File: config.mk
export PLATFORM = sky130hd
export DESIGN_NAME = five_sec_countdown
export DESIGN_NICKNAME = d
export VERILOG_FILES = /design/src/rtl/countdown_pkg.sv /design/src/rtl/seven_seg_decoder.sv /design/src/rtl/five_sec_countdown.sv
export SDC_FILE = /design/constraint.sdc
export NUM_CORES = 1
export LEC_CHECK = 0
export ABC_AREA = 1
export BUFFER_PORTS_ARGS = -buffer_cell sky130_fd_sc_hd__clkbuf_2
export CORE_AREA = 2 2 90 92
export CTS_BUF_LIST = sky130_fd_sc_hd__clkbuf_2 sky130_fd_sc_hd__clkbuf_4 sky130_fd_sc_hd__clkbuf_8
export DETAILED_ROUTE_END_ITERATION = 8
export DIE_AREA = 0 0 92 94
export HOLD_SLACK_MARGIN = 0.08
export PLACE_DENSITY = 0.57
export SYNTH_ARGS = -nofsm -noshare
export SYNTH_HDL_FRONTEND = slang
export SYNTH_SLANG_ARGS = --single-unit
File: constraint.sdc
create_clock -name clk -period 1.98 [get_ports clk]
set_clock_uncertainty 0.15 [all_clocks]
set_input_delay 0.396 -clock clk [delete_from_list [all_inputs] [get_ports clk]]
set_output_delay 0.396 -clock clk [all_outputs]
set_load 0.01 [all_outputs]
File: src/rtl/countdown_pkg.sv
// Shared constants for the round countdown and the seven-segment displays.
// Segment patterns are active-low, bit order {g,f,e,d,c,b,a}: a 0 lights the segment.
package countdown_pkg;

  localparam int unsigned DEFAULT_START_VALUE = 5;
  localparam int unsigned DEFAULT_WIDTH       = 32;

  localparam logic [6:0] DIGIT_0  = 7'b1000000;
  localparam logic [6:0] DIGIT_1  = 7'b1111001;
  localparam logic [6:0] DIGIT_2  = 7'b0100100;
  localparam logic [6:0] DIGIT_3  = 7'b0110000;
  localparam logic [6:0] DIGIT_4  = 7'b0011001;
  localparam logic [6:0] DIGIT_5  = 7'b0010010;
  localparam logic [6:0] DIGIT_6  = 7'b0000010;
  localparam logic [6:0] DIGIT_7  = 7'b1111000;
  localparam logic [6:0] DIGIT_8  = 7'b0000000;
  localparam logic [6:0] DIGIT_9  = 7'b0010000;
  localparam logic [6:0] SEG_DASH = 7'b0111111;

  // Codes 10..15 have no decimal glyph and fall back to the dash.
  function automatic logic [6:0] seg_pattern(input logic [3:0] value);
    logic [6:0] pat;
    pat = SEG_DASH;
    case (value)
      4'd0: pat = DIGIT_0;
      4'd1: pat = DIGIT_1;
      4'd2: pat = DIGIT_2;
      4'd3: pat = DIGIT_3;
      4'd4: pat = DIGIT_4;
      4'd5: pat = DIGIT_5;
      4'd6: pat = DIGIT_6;
      4'd7: pat = DIGIT_7;
      4'd8: pat = DIGIT_8;
      4'd9: pat = DIGIT_9;
      default: pat = SEG_DASH;
    endcase
    return pat;
  endfunction

endpackage

File: src/rtl/seven_seg_decoder.sv
// Single-digit active-low seven-segment decoder; also used by the score display.
// The out-of-range flag lets callers with wider values force the dash.
module seven_seg_decoder
  import countdown_pkg::*;
(
  input  logic [3:0] value_i,
  input  logic       oor_i,
  output logic [6:0] seg_o
);

  always_comb begin
    seg_o = SEG_DASH;
    if (!oor_i) begin
      seg_o = seg_pattern(value_i);
    end
  end

endmodule

File: src/rtl/five_sec_countdown.sv
// Saturating down-counter for the pre-round countdown, clocked by the 1 Hz game tick.
// Reloads START_VALUE under active-low sync reset, stops at zero, pulses done on arrival.
module five_sec_countdown
  import countdown_pkg::*;
#(
  parameter int unsigned START_VALUE = DEFAULT_START_VALUE,
  parameter int unsigned WIDTH       = DEFAULT_WIDTH
) (
  input  logic             clk,
  input  logic             reset,
  output logic [WIDTH-1:0] countout,
  output logic             expired,
  output logic             done,
  output logic [6:0]       seg
);

  localparam logic [WIDTH-1:0] START_W = WIDTH'(START_VALUE);
  localparam logic [WIDTH-1:0] ONE_W   = WIDTH'(1);
  localparam logic [WIDTH-1:0] NINE_W  = WIDTH'(9);

  logic [WIDTH-1:0] countout_q, countout_d;
  logic             done_q, done_d;
  logic             at_zero;
  logic             seg_oor;
  logic [3:0]       seg_digit;

  assign at_zero = (countout_q == '0);

  always_comb begin
    countout_d = countout_q;
    done_d     = 1'b0;
    if (!reset) begin
      countout_d = START_W;
    end else if (!at_zero) begin
      countout_d = countout_q - ONE_W;
      // Only a real 1 -> 0 step pulses; holding at zero or reloading never does.
      done_d     = (countout_q == ONE_W);
    end
  end

  always_ff @(posedge clk) begin
    countout_q <= countout_d;
    done_q     <= done_d;
  end

  assign seg_oor   = (countout_q > NINE_W);
  assign seg_digit = 4'(countout_q);

  seven_seg_decoder u_seg (
    .value_i (seg_digit),
    .oor_i   (seg_oor),
    .seg_o   (seg)
  );

  assign countout = countout_q;
  assign expired  = at_zero;
  assign done     = done_q;

endmodule

# After elaboration in Yosys (flattened, before gate mapping)
# Memories as Yosys holds them, arrays and structs flattened. A register that Yosys moved wholly into a read port is not among the register bits.
# Index checks and enable logic that the tools add are counted.
dict set report totals {
  ff_bits 33
  romBits 112
  in_bits 2
  word_cells 12
  mem_count 1
}
# name depth word_bits read_ports rd_ports_with_merged_regs write_ports line
set memory_table {}
lappend memory_table {{(name not given)} 16 7 1 1 0 countdown_pkg.sv:24} ;# case (value)
dict set report classes {
  n_addsub 1
  order_cmp 1
  n_eq_ne 1
  n_mux 3
  n_bitwise 1
  reduce_logical 2
}
# operator n
set op_table {}
lappend op_table {{$eq 32x1->1 const B} 1}
lappend op_table {{$gt 32x4->1 const B} 1}
lappend op_table {{$logic_not 32->1} 1}
lappend op_table {{$sub 32x1->32 const B} 1}
lappend op_table {{$mux 4} 2}
lappend op_table {{$mux 7} 1}
lappend op_table {{$reduce_or 2->1} 1}
lappend op_table {{$not 1->1} 1}

# Depth between registers and ports, before layout
dict set report depth {
  depth_word 3
  depth_mapped 15
  ltp_nobuf 15
}

# Modules after synthesis
# From an unflattened synthesis, not the netlist that was laid out.
dict set report hier_totals {
  cells_unflattened 367
  area_unflattened_um2 2268.4
}
# mod instances cells_per_inst area_each_um2 seq_area_each_um2
set modules_own_cells {}
lappend modules_own_cells {five_sec_countdown 1 330 2055.7 660.6}
lappend modules_own_cells {seven_seg_decoder 1 37 212.7 0.0}

# Least setup slack after synthesis
# No wires, ideal clock.
dict set report synth_path {
  path_type {register to register}
  start {register countout_q[0] (netlist: countout[0])}
  end {register with a tool-made name}
  setup_ns 0.122
  arrival_time_ns 1.910
  t_required_ns 1.708
  path_slack_ns -0.201
  path_stages_with_launch 14
  n_path_buf 0
  path_cell_list {dfxtp_1 inv_1 ha_1 nand2_2 nor2_4 nand2_4 clkinv_2 nand2_4 nand2_2 nand3_4 inv_2 ha_1 nand3_1 nand3_1}
}
# item line
set synth_rtl {}
lappend synth_rtl {{start, declared} five_sec_countdown.sv:21} ;# logic [WIDTH-1:0] countout_q, countout_d;
lappend synth_rtl {{start signal, assigned} five_sec_countdown.sv:42} ;# countout_q <= countout_d;

# Worst setup path after layout
dict set report layout_path {
  start {register countout_q[16] (netlist: countout[16])}
  end {output seg[5]}
}
dict set report layout_via {
  elab_chain_cells 2
}
# item line
set layout_rtl {}
lappend layout_rtl {{$gt 32x4->1} five_sec_countdown.sv:46} ;# assign seg_oor = (countout_q > NINE_W);
lappend layout_rtl {{$mux 7} seven_seg_decoder.sv:13} ;# if (!oor_i) begin
lappend layout_rtl {{end, declared} five_sec_countdown.sv:14} ;# output logic [6:0] seg
# Every way passes these cells.

==> metrics <==
status=finished, violations left; failing checks=setup timing; # port buffers=42; Slew Limit Fails=0; Yosys warning count=0; Synth Register Bits=40; global placer's final weighted congestion=between 0.8 and 0.9; Congestion Overflow GR=0; Top delay family on crit path=simple AND/OR/NAND/NOR gates; synth unique cells=32; Crit Path Max Fanout=7; FF+latch area=809.5 µm²; # IOs=43; Final Hold Vio Count=0; WP data arrival=around 1.8 ns; via count=about 2,300; f_max=between 0.4 and 0.5 GHz; Tot GR Track Use=between 10% and 20%; 1st-pass router iterations=4; worst path buffer plus inverter count=1; top cell type's share of synthesized area=35.81%; final setup vio count=10; Met1 Wirelength=2.837 mm; RSZ-0062 raised after global routing=true; Crit. End Element=primary output; worst-path cell chain=nor2_2 > nand2_1 > nor2_1 > nand2_2 > nor3_4 > nand2_2 > or2_4 > clkbuf_2; Post-Syn Area=around 2200 µm²; Vert. Die Dim=about 94 µm; vias in the first global route=2,249; wire per inst=around 12 µm; Initial Utilization=about 30%; Mapped Cells=315; ANT cells=0; layout cells sized above 1=between 40% and 50%; Worst path slowest cell=dfxtp_2; Top Metal Used=met4; worst-margin pin slew=~0.34 ns; most used cell, CP=nand2_2; total of max-cap violations=0; sequential-to-total area share from yosys stat=35.81%; synthesized area per cell=between 7 and 8 µm²; total power=0.006231 W; initial DRC count=88; DR WL met2=3.217 mm; Cells after DPL=about 510; CP peak stage delay=around 0.33 ns; clk buf depth=2; critical path type=reg -> out; commonest non-fill, non-tap cells in the layout=buf_4 (68), nand2_1 (63), nor2_1 (52); relative slew slack=roughly 77%; root buffer cell=clkbuf_8; pwr dens=around 1900 nW/µm²; final worst setup slack=-0.3237 ns; Die ar.=a little under 9000 µm²; fill cell count=829; drt via density=about 4.4; CTS tree=done; post-synth net total=about 320; Die Wd=92 µm; leading area contributor after synthesis=dfxtp_1; DRT Wirelength=6.438 mm; Tcrit/Tclk final=116.3%; min-delay worst type=in -> reg; final net count=approximately 440; CTS Buf Count=5; final setup TNS=-2.460 ns; CP required=roughly 1.4 ns; area taken by multi-input logic gates=1384 µm²; Final ANT Viol Nets=0; clock latency on the worst-skew pair=0.30 ns; non-filler instance count after layout=~530; Setup WS pre-CTS=-0.1463 ns; CTS sink count=40; Hold WS=between 0.2 and 0.25 ns; largest net degree at the start of global routing=22; static leakage=between 1.5 and 2 nW; VDD IR max=1.030 mV; first-pass GRT wire length=10.36 mm; CP startpoint kind=register; hpwl dp=between 4 and 5 mm; # DRC=0; commonest non-fill, non-tap cell in the layout=buf_4; Synth area leaders=dfxtp_1 (36%), nand2_1 (11%), nor2_1 (10%); final worst path period need=approximately 2.3 ns; H-tree Lvls=2; Clock transition at path regs=approximately 0.080 ns; hold-fix buffers at CTS=0; P&R area growth vs syn=47.90%; initial antenna violation count=0; Core ar.=between 7000 and 8000 µm²; WL met3=roughly 300 µm; # rows=32
power by group:
part	switching (W)	leakage [nW]	internal (W)
Clock	0.000299	0.0645	0.000445
Combinational	0.00248	1.26	0.00188
Sequential	0.000103	0.328	0.00103
worst reg2reg max path: stages, from the launching register on:
cell and delay, ns:
dfxtp_2 0.33, nor2_2 0.13, nand2_1 0.10, nor2_1 0.12, nand2_2 0.09, buf_4 0.19, inv_2 0.08, nand2_4 0.04
nand2_2 0.08, nand3_4 0.08, inv_2 0.08, ha_2 0.27, nand3_1 0.08, nand3_1 0.07
path summary, 6_finish.rpt:
check,from,to,slack (ns),depth (start not counted)
max,countout[16],seg[5],-0.32,8
min,reset,countout[0],0.21,2
min reg2reg,countout[2],done,0.40,3
max reg2reg,countout[16],register,-0.03,13
kinds of logic after synthesis:
| family | share of synthesized area (%) |
|---|---|
| AND/OR/NAND/NOR | 42.47 |
| XOR/XNOR | 6.659 |
| adder cells (fa/ha/maj) | 2.798 |
| flip-flops | 35.81 |
| AO/OA/AOI/OAI | 5.932 |
| buffers and inverters | 6.323 |
timing repair:
action	in CTS	in global routing
endpoints found under the setup margin	15	26
setup buffers	7	4
hold endpoints to repair	0	0
pin swaps	6	12
resized for setup	11	20
metal layers:
metal  vias up  track usage (%)
met5         -                0
met4         0            4.104
met3         6            3.451
met2        44            27.45
met1      1050            18.38
li1       1230                -
Yosys cell counts, drive strengths merged:
master  number
xor2        10
nand4        8
a21oi       10
or2          6
a211oi       1
nor3        10
clkbuf       2
nand2       76
o21ai       12
ha           5
nand3       17
dfxtp       40
nor3b        2
xnor2        7
inv         30
buf          2
o21bai       2
nor2        74
clkinv       1
through the flow:
stage / utilization, % / cell area [µm²]
3_5_place_dp: 39.57 / 3010
3_3_place_gp: 39.57 / 3010
5_1_grt: 43.47 / 3307
2_1_floorplan: - / 2253
6_report: 43.47 / 3307
4_1_cts: 42.37 / 3223
layout make-up:
cell class | instances | share of cell area (%)
timing repair buffer | 111 | 22.44
clock buffer | 7 | 2.913
inverter | 31 | 3.557
sequential | 40 | 24.48
clock inverter | 1 | 0.9081
tap | 102 | 3.859
multi-input combinational | 240 | 41.85
Power figures use the tool's default switching activity.
